`src/rtl/nvme_regs_pkg.sv`:
```
// rtl/nvme_regs_pkg.sv - NVMe BAR0 register offsets, constants and RDY state type
package nvme_regs_pkg;

    localparam logic [12:0] OFF_CAP_LO = 13'h000;
    localparam logic [12:0] OFF_CAP_HI = 13'h004;
    localparam logic [12:0] OFF_VS     = 13'h008;
    localparam logic [12:0] OFF_CC     = 13'h014;
    localparam logic [12:0] OFF_CSTS   = 13'h01C;
    localparam logic [12:0] OFF_AQA    = 13'h024;
    localparam logic [12:0] OFF_ASQ_LO = 13'h028;
    localparam logic [12:0] OFF_ASQ_HI = 13'h02C;
    localparam logic [12:0] OFF_ACQ_LO = 13'h030;
    localparam logic [12:0] OFF_ACQ_HI = 13'h034;
    localparam logic [12:0] DB_BASE    = 13'h1000;

    localparam logic [31:0] CAP_LO_VAL = 32'h0101_00FF;
    localparam logic [31:0] CAP_HI_VAL = 32'h0000_0020;
    localparam logic [31:0] VS_VAL     = 32'h0001_0400;

    localparam logic [1:0] RESP_OKAY   = 2'b00;
    localparam logic [1:0] RESP_SLVERR = 2'b10;

    typedef enum logic [1:0] {
        IDLE,
        ENABLING,
        READY,
        DISABLING
    } rdy_state_t;

    function automatic logic [31:0] apply_strb(input logic [31:0] old_val,
                                               input logic [31:0] wr_val,
                                               input logic [3:0]  strb);
        logic [31:0] res;
        for (int b = 0; b < 4; b++) begin
            res[8*b +: 8] = strb[b] ? wr_val[8*b +: 8] : old_val[8*b +: 8];
        end
        return res;
    endfunction

endpackage

```
`src/rtl/nvme_ctrl_rdy_fsm.sv`:
```
// rtl/nvme_ctrl_rdy_fsm.sv - CSTS.RDY sequencer following CC.EN with a fixed delay
module nvme_ctrl_rdy_fsm
    import nvme_regs_pkg::*;
#(
    parameter int RDY_DELAY = 16
) (
    input  logic clk,
    input  logic rstn,
    input  logic cc_en,
    output logic csts_rdy,
    output logic disabling
);

    localparam int CW = (RDY_DELAY > 1) ? $clog2(RDY_DELAY) : 1;
    localparam logic [CW-1:0] CNT_LOAD = CW'(RDY_DELAY - 1);

    rdy_state_t    state;
    logic [CW-1:0] cnt;

    always_ff @(posedge clk or negedge rstn) begin
        if (!rstn) begin
            state     <= IDLE;
            cnt       <= '0;
            csts_rdy  <= 1'b0;
            disabling <= 1'b0;
        end else begin
            case (state)
                IDLE: begin
                    if (cc_en) begin
                        state <= ENABLING;
                        cnt   <= CNT_LOAD;
                    end
                end
                ENABLING: begin
                    if (!cc_en) begin
                        state <= IDLE;
                    end else if (cnt == '0) begin
                        state    <= READY;
                        csts_rdy <= 1'b1;
                    end else begin
                        cnt <= cnt - 1'b1;
                    end
                end
                READY: begin
                    if (!cc_en) begin
                        state     <= DISABLING;
                        cnt       <= CNT_LOAD;
                        disabling <= 1'b1;
                    end
                end
                DISABLING: begin
                    // A re-enable here is ignored; IDLE picks it up once shutdown completes.
                    if (cnt == '0) begin
                        state     <= IDLE;
                        csts_rdy  <= 1'b0;
                        disabling <= 1'b0;
                    end else begin
                        cnt <= cnt - 1'b1;
                    end
                end
                default: state <= IDLE;
            endcase
        end
    end

endmodule

```
`src/rtl/nvme_ctrl_regs_slave.sv`:
```
// rtl/nvme_ctrl_regs_slave.sv - AXI4-Lite NVMe BAR0 register file with doorbell events
module nvme_ctrl_regs_slave
    import nvme_regs_pkg::*;
#(
    parameter int ADDR_WIDTH = 32,
    parameter int DATA_WIDTH = 32,
    parameter int NUM_QUEUES = 2,
    parameter int RDY_DELAY  = 16
) (
    input  logic                  clk,
    input  logic                  rstn,
    input  logic [ADDR_WIDTH-1:0] s_awaddr,
    input  logic                  s_awvalid,
    output logic                  s_awready,
    input  logic [DATA_WIDTH-1:0] s_wdata,
    input  logic [3:0]            s_wstrb,
    input  logic                  s_wvalid,
    output logic                  s_wready,
    output logic [1:0]            s_bresp,
    output logic                  s_bvalid,
    input  logic                  s_bready,
    input  logic [ADDR_WIDTH-1:0] s_araddr,
    input  logic                  s_arvalid,
    output logic                  s_arready,
    output logic [DATA_WIDTH-1:0] s_rdata,
    output logic [1:0]            s_rresp,
    output logic                  s_rvalid,
    input  logic                  s_rready,
    output logic                  db_valid,
    input  logic                  db_ready,
    output logic [3:0]            db_qid,
    output logic                  db_is_cq,
    output logic [15:0]           db_value,
    output logic                  cc_en,
    output logic                  csts_rdy,
    output logic [31:0]           aqa,
    output logic [63:0]           asq,
    output logic [63:0]           acq
);

    localparam logic [8:0] NQ = 9'(NUM_QUEUES);

    logic        live;
    logic        aw_held, w_held;
    logic [12:0] aw_addr;
    logic [31:0] w_data;
    logic [3:0]  w_strb;
    logic [31:0] cc_q, aqa_q, asq_lo, asq_hi, acq_lo, acq_hi;
    logic        disabling;

    logic        is_db, db_q_ok, db_bad, db_fire, slot_free, commit;
    logic [8:0]  db_q;
    logic [31:0] cc_nxt, rd_val;
    logic        unused_addr;

    assign unused_addr = ^{s_awaddr[ADDR_WIDTH-1:13], s_araddr[ADDR_WIDTH-1:13]};

    // Readys stay low through reset and the first cycle after it.
    assign s_awready = live && !aw_held;
    assign s_wready  = live && !w_held;
    assign s_arready = live && !s_rvalid;

    assign is_db     = aw_addr[12];
    assign db_q      = aw_addr[11:3];
    assign db_q_ok   = db_q < NQ;
    assign db_bad    = is_db && !db_q_ok;
    assign db_fire   = is_db && db_q_ok && csts_rdy && !disabling;
    assign slot_free = !db_valid || db_ready;
    assign commit    = aw_held && w_held && !s_bvalid && (!db_fire || slot_free);

    always_comb begin
        cc_nxt = cc_q;
        if (commit && aw_addr == OFF_CC) begin
            cc_nxt = apply_strb(cc_q, w_data, w_strb);
        end
    end

    // The FSM sees the post-commit EN so RDY moves exactly RDY_DELAY cycles after CC.EN does.
    nvme_ctrl_rdy_fsm #(.RDY_DELAY(RDY_DELAY)) u_rdy (
        .clk       (clk),
        .rstn      (rstn),
        .cc_en     (cc_nxt[0]),
        .csts_rdy  (csts_rdy),
        .disabling (disabling)
    );

    always_ff @(posedge clk or negedge rstn) begin
        if (!rstn) begin
            live     <= 1'b0;
            aw_held  <= 1'b0;
            w_held   <= 1'b0;
            aw_addr  <= '0;
            w_data   <= '0;
            w_strb   <= '0;
            s_bvalid <= 1'b0;
            s_bresp  <= RESP_OKAY;
        end else begin
            live <= 1'b1;
            if (s_awvalid && s_awready) begin
                aw_held <= 1'b1;
                aw_addr <= s_awaddr[12:0];
            end
            if (s_wvalid && s_wready) begin
                w_held <= 1'b1;
                w_data <= s_wdata[31:0];
                w_strb <= s_wstrb;
            end
            if (commit) begin
                s_bvalid <= 1'b1;
                s_bresp  <= db_bad ? RESP_SLVERR : RESP_OKAY;
            end else if (s_bvalid && s_bready) begin
                s_bvalid <= 1'b0;
                aw_held  <= 1'b0;
                w_held   <= 1'b0;
            end
        end
    end

    always_ff @(posedge clk or negedge rstn) begin
        if (!rstn) begin
            cc_q   <= '0;
            aqa_q  <= '0;
            asq_lo <= '0;
            asq_hi <= '0;
            acq_lo <= '0;
            acq_hi <= '0;
        end else begin
            cc_q <= cc_nxt;
            if (commit) begin
                case (aw_addr)
                    OFF_AQA:    aqa_q  <= apply_strb(aqa_q, w_data, w_strb);
                    OFF_ASQ_LO: asq_lo <= apply_strb(asq_lo, w_data, w_strb) & 32'hFFFF_F000;
                    OFF_ASQ_HI: asq_hi <= apply_strb(asq_hi, w_data, w_strb);
                    OFF_ACQ_LO: acq_lo <= apply_strb(acq_lo, w_data, w_strb) & 32'hFFFF_F000;
                    OFF_ACQ_HI: acq_hi <= apply_strb(acq_hi, w_data, w_strb);
                    default: ;
                endcase
            end
        end
    end

    always_ff @(posedge clk or negedge rstn) begin
        if (!rstn) begin
            db_valid <= 1'b0;
            db_qid   <= '0;
            db_is_cq <= 1'b0;
            db_value <= '0;
        end else if (disabling) begin
            db_valid <= 1'b0;
        end else if (commit && db_fire) begin
            db_valid <= 1'b1;
            db_qid   <= db_q[3:0];
            db_is_cq <= aw_addr[2];
            db_value <= {w_strb[1] ? w_data[15:8] : 8'h00, w_strb[0] ? w_data[7:0] : 8'h00};
        end else if (db_valid && db_ready) begin
            db_valid <= 1'b0;
        end
    end

    always_comb begin
        rd_val = '0;
        case (s_araddr[12:0])
            OFF_CAP_LO: rd_val = CAP_LO_VAL;
            OFF_CAP_HI: rd_val = CAP_HI_VAL;
            OFF_VS:     rd_val = VS_VAL;
            OFF_CC:     rd_val = cc_q;
            OFF_CSTS:   rd_val = {31'b0, csts_rdy};
            OFF_AQA:    rd_val = aqa_q;
            OFF_ASQ_LO: rd_val = asq_lo;
            OFF_ASQ_HI: rd_val = asq_hi;
            OFF_ACQ_LO: rd_val = acq_lo;
            OFF_ACQ_HI: rd_val = acq_hi;
            default:    rd_val = '0;
        endcase
    end

    always_ff @(posedge clk or negedge rstn) begin
        if (!rstn) begin
            s_rvalid <= 1'b0;
            s_rdata  <= '0;
            s_rresp  <= RESP_OKAY;
        end else if (s_arvalid && s_arready) begin
            s_rvalid <= 1'b1;
            s_rdata  <= rd_val;
            s_rresp  <= RESP_OKAY;
        end else if (s_rvalid && s_rready) begin
            s_rvalid <= 1'b0;
        end
    end

    assign cc_en = cc_q[0];
    assign aqa   = aqa_q;
    assign asq   = {asq_hi, asq_lo};
    assign acq   = {acq_hi, acq_lo};

endmodule

```
`config.mk`:
```
export PLATFORM = sky130hd
export DESIGN_NAME = nvme_ctrl_regs_slave
export DESIGN_NICKNAME = d
export VERILOG_FILES = /design/src/rtl/nvme_regs_pkg.sv /design/src/rtl/nvme_ctrl_rdy_fsm.sv /design/src/rtl/nvme_ctrl_regs_slave.sv
export SDC_FILE = /design/constraint.sdc
export NUM_CORES = 1
export LEC_CHECK = 0
export ABC_AREA = 0
export CAP_MARGIN = 15
export CORE_MARGIN = 4
export CORE_UTILIZATION = 46
export CTS_BUF_LIST = sky130_fd_sc_hd__clkbuf_8
export DETAILED_ROUTE_END_ITERATION = 6
export GPL_ROUTABILITY_DRIVEN = 0
export PLACE_DENSITY = 0.87
export REMOVE_ABC_BUFFERS = 1
export SLEW_MARGIN = 25
export SYNTH_ARGS = -nofsm -noshare
export SYNTH_HDL_FRONTEND = slang
export SYNTH_SLANG_ARGS = --single-unit
```
`constraint.sdc`:
```
create_clock -name clk -period 2.46 [get_ports clk]
set_input_delay 0.492 -clock clk [delete_from_list [all_inputs] [get_ports clk]]
set_output_delay 0.492 -clock clk [all_outputs]
set_load 0.1 [all_outputs]
```
# Word-level counts from Yosys, hierarchy flattened
# Index checks and enable logic that the tools add are counted.
dict set report totals {
  n_memories 0
  wordCells 167
  ramBits 0
  output_inout_bits 225
  latch_bits 0
  regBits 286
  romBits 0
}
dict set report op_classes {
  n_mul 0
  n_shift 0
  reduce_logical 63
  n_eq_ne 24
  n_bitwise 1
  muxes 36
  magnitude_cmp 1
  div 0
  n_addsub 1
}
# op count
set ops {}
lappend ops {{one-hot mux 32 bit (10 select lines)} 1}
lappend ops {{== test 13 x 6 -> 1 bit (second input constant)} 10}
lappend ops {{AND reduction 3 bit} 20}
lappend ops {{== test 13 x 5 -> 1 bit (second input constant)} 3}
lappend ops {{2-to-1 mux 1 bit} 19}
lappend ops {{logical AND 1 bit} 18}
lappend ops {{2-to-1 mux 4 bit} 4}
lappend ops {{2-to-1 mux 8 bit} 2}
lappend ops {{one-hot mux 4 bit (4 select lines)} 1}
lappend ops {{== test 13 x 3 -> 1 bit (second input constant)} 1}
lappend ops {{== test 13 x 4 -> 1 bit (second input constant)} 1}
lappend ops {{logical NOT 13 bit} 1}
lappend ops {{2-to-1 mux 2 bit} 6}
lappend ops {{AND reduction 2 bit} 5}
lappend ops {{< comparator 9 x 2 -> 1 bit (second input constant)} 1}
lappend ops {{logical NOT 1 bit} 8}
lappend ops {{one-hot mux 2 bit (4 select lines)} 1}
lappend ops {{AND reduction 4 bit} 2}
lappend ops {{nonzero test 2 bit} 4}
lappend ops {{!= test 2 bit (second input constant)} 3}
lappend ops {{== test 2 bit (second input constant)} 2}
lappend ops {{logical NOT 4 bit} 1}
lappend ops {{!= test 2 x 1 -> 1 bit (second input constant)} 2}
lappend ops {{one-hot mux 1 bit (2 select lines)} 2}
lappend ops {{other kinds (7)} 8}

# Longest topological paths before layout
# Gate-level depths: netlist (run 1).
dict set report logic_depth {
  word_depth 11
  depth_mapped 9
  mapped_depth_nobuf 7
}

# Cells and area by module
# Synthesis (run 1) repeated with hierarchy kept, for this count alone.
dict set report unflattened {
  cells_unflattened 955
  hier_area_um2 12669.7
}
# mod instances seq_area_each_um2 cells_each area_each_um2
set modules_own_cells {}
lappend modules_own_cells {nvme_ctrl_regs_slave 1 6931.6 911 12229.2}
lappend modules_own_cells {nvme_ctrl_rdy_fsm 1 200.2 44 440.4}

# Worst setup path before layout (run 1)
# OpenSTA, ideal clock, no wires.
dict set report synth_timing {
  path_kind {register -> register}
  from {register s_rvalid}
  to {register s_rdata[11]}
  stages_incl_launch_ff 6
  setup_slack_ps -758
  n_path_buf 1
  t_arrival_ps 3151
  setup_time_ps 66
  path_cell_list {dfrtp_1 -> nor2b_1 -> nand4_1 -> clkbuf_1 -> a21oi_1 -> a21o_1}
}
dict set report synth_between {
  elab_chain_cells 3
}
# element line
set synth_lines {}
lappend synth_lines {{start: declaration} nvme_ctrl_regs_slave.sv:27} ;# output logic s_rvalid,
lappend synth_lines {{start signal: assignment} nvme_ctrl_regs_slave.sv:179} ;# s_rvalid <= 1'b0;
lappend synth_lines {{start signal: assignment} nvme_ctrl_regs_slave.sv:183} ;# s_rvalid <= 1'b1;
lappend synth_lines {{start signal: assignment} nvme_ctrl_regs_slave.sv:187} ;# s_rvalid <= 1'b0;
lappend synth_lines {{logical NOT 1 bit} nvme_ctrl_regs_slave.sv:61} ;# assign s_arready = live && !s_rvalid;
lappend synth_lines {{logical AND 1 bit} nvme_ctrl_regs_slave.sv:61}
lappend synth_lines {{via s_arready} nvme_ctrl_regs_slave.sv:24} ;# output logic s_arready,
lappend synth_lines {{logical AND 1 bit} nvme_ctrl_regs_slave.sv:182} ;# end else if (s_arvalid && s_arready) begin
lappend synth_lines {{end signal: assignment} nvme_ctrl_regs_slave.sv:184} ;# s_rdata <= rd_val;
lappend synth_lines {{end: declaration} nvme_ctrl_regs_slave.sv:25} ;# output logic [DATA_WIDTH-1:0] s_rdata,
# The timed path passes the listed nets, and every way through them passes these cells.
# A chain may end at the register's enable or synchronous reset.

# Final worst setup path (run 1)
dict set report layout_timing {
  from {register aw_addr[11]}
  to {register aqa_q[20] (netlist: aqa[20])}
}
dict set report layout_between {
  elab_chain_cells 8
}
# element line
set layout_lines {}
lappend layout_lines {{start: declaration} nvme_ctrl_regs_slave.sv:45} ;# logic [12:0] aw_addr;
lappend layout_lines {{start signal: assignment} nvme_ctrl_regs_slave.sv:101} ;# aw_addr <= s_awaddr[12:0];
lappend layout_lines {{< comparator 9 x 2 -> 1 bit} nvme_ctrl_regs_slave.sv:65} ;# assign db_q_ok = db_q < NQ;
lappend layout_lines {{logical AND 1 bit (3 in a row)} nvme_ctrl_regs_slave.sv:67} ;# assign db_fire = is_db && db_q_ok && csts_rdy && !disabling;
lappend layout_lines {{logical NOT 1 bit} nvme_ctrl_regs_slave.sv:69} ;# assign commit = aw_held && w_held && !s_bvalid && (!db_fire || slot_free);
lappend layout_lines {{logical OR 1 bit} nvme_ctrl_regs_slave.sv:69}
lappend layout_lines {{logical AND 1 bit} nvme_ctrl_regs_slave.sv:69}
lappend layout_lines {{AND reduction 3 bit (no source line) *} --}
lappend layout_lines {{end signal: assignment} nvme_ctrl_regs_slave.sv:131} ;# OFF_AQA: aqa_q <= apply_strb(aqa_q, w_data, w_strb);
lappend layout_lines {{end: declaration} nvme_ctrl_regs_slave.sv:48} ;# logic [31:0] cc_q, aqa_q, asq_lo, asq_hi, acq_lo, acq_hi;
# Mark *: on every way between the ends. The rest lies on a longest branch, timed or not.

==> results of run 1 <==
kinds of logic (layout without fill, tap and decap cells):
logic type | count (synthesis) | in the layout | synth area share
and+or+nand+nor | 154 | 154 | 0.0726
other | 2 | 29 | 0.000594
muxes | 251 | 251 | 0.233
buffers and inverters | 80 | 464 | 0.0345
adders and majority gates | 1 | 1 | 0.000990
AOI/OAI and AO/OA | 159 | 159 | 0.0936
DFF | 285 | 285 | 0.564
layout by cell type (no fill, tap or decap), types with 6 or more instances in the layout:
cell type	instances
sky130_fd_sc_hd__and3_1	7
sky130_fd_sc_hd__dfrtp_1	285
sky130_fd_sc_hd__nand3b_1	7
sky130_fd_sc_hd__nand2_1	44
sky130_fd_sc_hd__clkinv_2	6
sky130_fd_sc_hd__a22o_1	19
sky130_fd_sc_hd__a21oi_1	14
sky130_fd_sc_hd__o21ai_0	36
sky130_fd_sc_hd__inv_1	30
sky130_fd_sc_hd__a222oi_1	22
sky130_fd_sc_hd__clkbuf_8	59
sky130_fd_sc_hd__o21a_1	19
sky130_fd_sc_hd__clkdlybuf4s50_1	67
sky130_fd_sc_hd__mux2_2	108
sky130_fd_sc_hd__buf_4	262
sky130_fd_sc_hd__nor3_1	6
sky130_fd_sc_hd__a22oi_1	18
sky130_fd_sc_hd__buf_12	14
sky130_fd_sc_hd__conb_1	28
sky130_fd_sc_hd__mux2_4	135
sky130_fd_sc_hd__nor2_1	10
sky130_fd_sc_hd__buf_6	14
sky130_fd_sc_hd__mux2i_1	6
sky130_fd_sc_hd__nand3_1	10
sky130_fd_sc_hd__nand2_8	12
worst min path at each step:
stage	startpoint	to	slack, ns	cells past startpoint
after floorplan	rstn	asynchronous set/reset pin	0.20	0
after detailed placement	rstn	aqa[8]	0.43	1
after CTS	rstn	cc_q[12]	0.44	2
final	rstn	aqa[8]	0.46	2
after global routing	rstn	db_value[9]	0.47	2
after global placement	rstn	asq_hi[15]	0.43	1
flip-flops by register name (all words and copies together), names as in the netlist, 13 cells and up, named ones only:
signal and flops:
aqa 32, db_value 16, aw_addr 13, asq_hi 32
acq_hi 32, s_rdata 32, acq_lo 20, asq_lo 20
w_data 32, cc_q 32
report_power, final:
| part | switching (uW) | internal [uW] |
|---|---|---|
| clock | 1920 | 2380 |
| sequential | 777 | 5170 |
| combinational | 1330 | 1020 |
| total | 4020 | 8560 |
area by class of cell:
cell class                      instances  area, um2  share of cell area
Multi-Input combinational cell        593       5840               0.331
Sequential cell                       285       7130               0.404
Antenna cell                            1       2.50            0.000142
Tap cell                              341        427              0.0242
Inverter                               12       45.0             0.00255
Timing Repair Buffer                  365       3220               0.182
Clock inverter                         28        170             0.00964
Clock buffer                           59        812              0.0460
worst max-delay path: cells and delay by family, from the launching register on:
family	cells	cell delay, ns
DFF	1	0.39
muxes	1	0.33
and+or+nand+nor	5	1.86
metrics by stage:
stage	utilization	cell area (um2)	hold WS, ns	std cells	TNS [ns]
2_1_floorplan	-	12300	0.196	890	-97.97
3_5_place_dp	0.584	15800	0.432	1581	-37.54
6_report	0.653	17600	0.464	1684	-19.16
3_3_place_gp	0.584	15800	0.430	1581	-26.27
5_1_grt	0.653	17600	0.468	1684	-32.04
4_1_cts	0.642	17400	0.440	1679	-12.99
per-layer routing:
| layer | vias up | share of wire |
|---|---|---|
| met3 | 124 | 0.086 |
| li1 | 4152 | - |
| met1 | 4962 | 0.40 |
| met5 | - | 0.0013 |
| met2 | 528 | 0.48 |
| met4 | 6 | 0.035 |
timing repair:
action	CTS	global route
pin swaps	20	32
buffers inserted	14	8
cloned	2	1
hold buffers	1	0
resized for setup	129	56
hold endpoints to repair	44	0
setup endpoints to repair	165	179
==> impl.org, run 1 <==
** Worst setup path
- Critical path capture point type :: flip-flop
- The setup path with the least slack is of type reg -> reg.
- The worst register-to-register path has a setup slack of -0.24 ns.
- STA puts the critical path data required time at roughly 2.9 ns.
- For this design, the slowest cell found on the critical path is sky130_fd_sc_hd__or4b_4.
- The startpoint identified for the worst register-to-register timing path is aw_addr[11].
- STA classifies the critical path startpoint as a flip-flop.
- Worst reg2reg path endpoint :: aqa[20]
- Worst setup path startpoint :: aw_addr[11]
- CP Cell Sequence :: or4_4, nor3_4, nand3_4, or4b_4, nor2_8, mux2_4
- Worst setup path end :: aqa[20]
- In this design, the stage delay of the slowest critical-path cell is roughly 0.67 ns.
- Measured in cells, the most critical reg-to-reg path has a length of 6.
- In this run the worst path has a maximum fanout of 8.
- Data arrives at the worst endpoint at between 3 and 4 ns.

** Yosys
- Yosys mapped the design onto between 60 and 70 distinct sky130hd cell types.
- For this run, asynchronously set or reset flops after synthesis account for 1.00.
- Share of Yosys cell area claimed by the top area cell type :: 0.564
- Summed over all instances, the cell type with the most area after synthesis is sky130_fd_sc_hd__dfrtp_1.
- Yosys attributes the largest share of cell area to sky130_fd_sc_hd__dfrtp_1, sky130_fd_sc_hd__mux2_2, sky130_fd_sc_hd__mux2_4, sky130_fd_sc_hd__a222oi_1, sky130_fd_sc_hd__buf_4.
- After synthesis the netlist holds a flip-flop and latch count of 285.
- Synth warnings :: 0
- In the synthesized netlist, the number of instances is ~930.
- For this run, the leading register cell type out of synthesis is sky130_fd_sc_hd__dfrtp_1.
- Most numerous cell types in the synthesized netlist :: sky130_fd_sc_hd__dfrtp_1, sky130_fd_sc_hd__mux2_2, sky130_fd_sc_hd__nand2_1, sky130_fd_sc_hd__o21ai_0, sky130_fd_sc_hd__mux2_4
- Per-instance average area after synthesis :: around 14 um2
- The cell area that synthesis handed to floorplanning was roughly 0.013 mm2.
- The share of the Yosys chip area taken by registers is 0.564.
- Yosys mapped a number of flops with a built-in enable equal to 0.
- The most common cell in the synthesized netlist is sky130_fd_sc_hd__dfrtp_1.

** Route
- Routed via count :: between 9k and 10k
- Mean number of vias per cell :: about 5.8
- In the final routed layout, each cell accounts on average for between 20 and 25 um.
- Number of violations reported at the end of detailed-routing iteration 0 :: between 700 and 800
- For this block, the routed nets add up to 40.5 mm of wire.
- Final ANT Viol Nets :: 0
- The first detailed-routing pass ran for 7 iterations.
- Final routed DRC violation total :: 0

** Clock network
- Clock buffers created by TritonCTS :: 47
- The H-tree was split into 2 levels.
- Buffer levels on the longest clock path :: 3
- TritonCTS built the clock tree.
- Total number of clock tree sinks :: ~290
- After clock tree synthesis, the clock-pin slew on the worst setup and hold paths is roughly 0.06 ns.
- In this run the clock root is driven by a sky130_fd_sc_hd__clkbuf_8.
- The clock reaches the later pin of the worst-skew pair after 0.55 ns.

** STA
- Relative slew slack :: 0.616
- Clock Skews :: about 0.021 ns
- Post-route setup slack :: -0.240 ns
- # setup viols final :: around 150
- Measured slew at the worst slew-check pin :: roughly 0.57 ns
- Timing-limited maximum frequency :: about 370 MHz
- RSZ-0062 raised after global routing :: true
- Max-slew violation count :: 0
- The final number of hold-violating endpoints came to 0.
- Final critical-path share of the clock period :: 1.10
- The smallest clock period supported by the final layout is computed as approximately 2.7 ns.

** Global route
- The first global-routing pass estimated a little over 60 mm of wire.
- For this run, global-route usage on met1 was measured as 0.335.
- Global-route track usage on met2 :: 0.421
- met2 is the most crowded layer.
- Total Routing Usage GR :: 0.257
- Antenna violations before repair :: 4
- Maximum number of pins on one net before global-route repair :: 77
- Global routing finished with a remaining overflow of 0.
- Met3 usage :: 0.0641
- Number of global-route vias before repair :: about 10k

** Die
- The initial utilization of the core area, before any placement, comes to 0.468.
- Row generation in the floorplan step produced 60 rows.
- Pin placement for this block handled roughly 330 I/O pins.
- The floorplan step defined a die boundary enclosing a little over 0.03 mm2.
- The region available for standard cell placement spans about 0.027 mm2.
- From left edge to right edge, the die measures around 170 um.
- From bottom edge to top edge, the die measures ~170 um.

** Final layout
- The net count of the finished layout is 1413.
- Layout Area Growth over Synthesis :: 39.6%
- Fraction of final layout cells with drive strength greater than 1 :: 0.494
- Counting the fill cells in the layout gives between 1.5k and 2k.

** Placement
- Detailed placement ended at an HPWL of 27.1 mm.
- OpenSTA, run right after detailed placement, puts the worst setup slack at -0.293 ns.
- I/O Buffers :: roughly 270

** Run
- Total of max-cap violations :: 0

** Power and ir drop
- Power Density :: around 710 mW/mm2
- Static power due to leakage :: between 0.008 and 0.009 uW
- Across the VDD grid, the largest voltage drop is 0.000567 V.
- Summing internal, switching and leakage power gives 12600 uW.

** Status
- The run finished, with violations left.
- The checks that failed: setup timing.

** Hold path
- Type of the most critical hold path :: in -> async
(Power assumes the default switching activity.)
==> run 2: changes to the inputs <==
--- a/config.mk
+++ b/config.mk
@@ -5,7 +5,6 @@
 export SDC_FILE = /design/constraint.sdc
 export NUM_CORES = 1
 export LEC_CHECK = 0
-export ABC_AREA = 0
 export CAP_MARGIN = 15
 export CORE_MARGIN = 4
 export CORE_UTILIZATION = 46
==> results of run 2 <==
The final DEF is identical to that of run 1; final timing and power are the same.
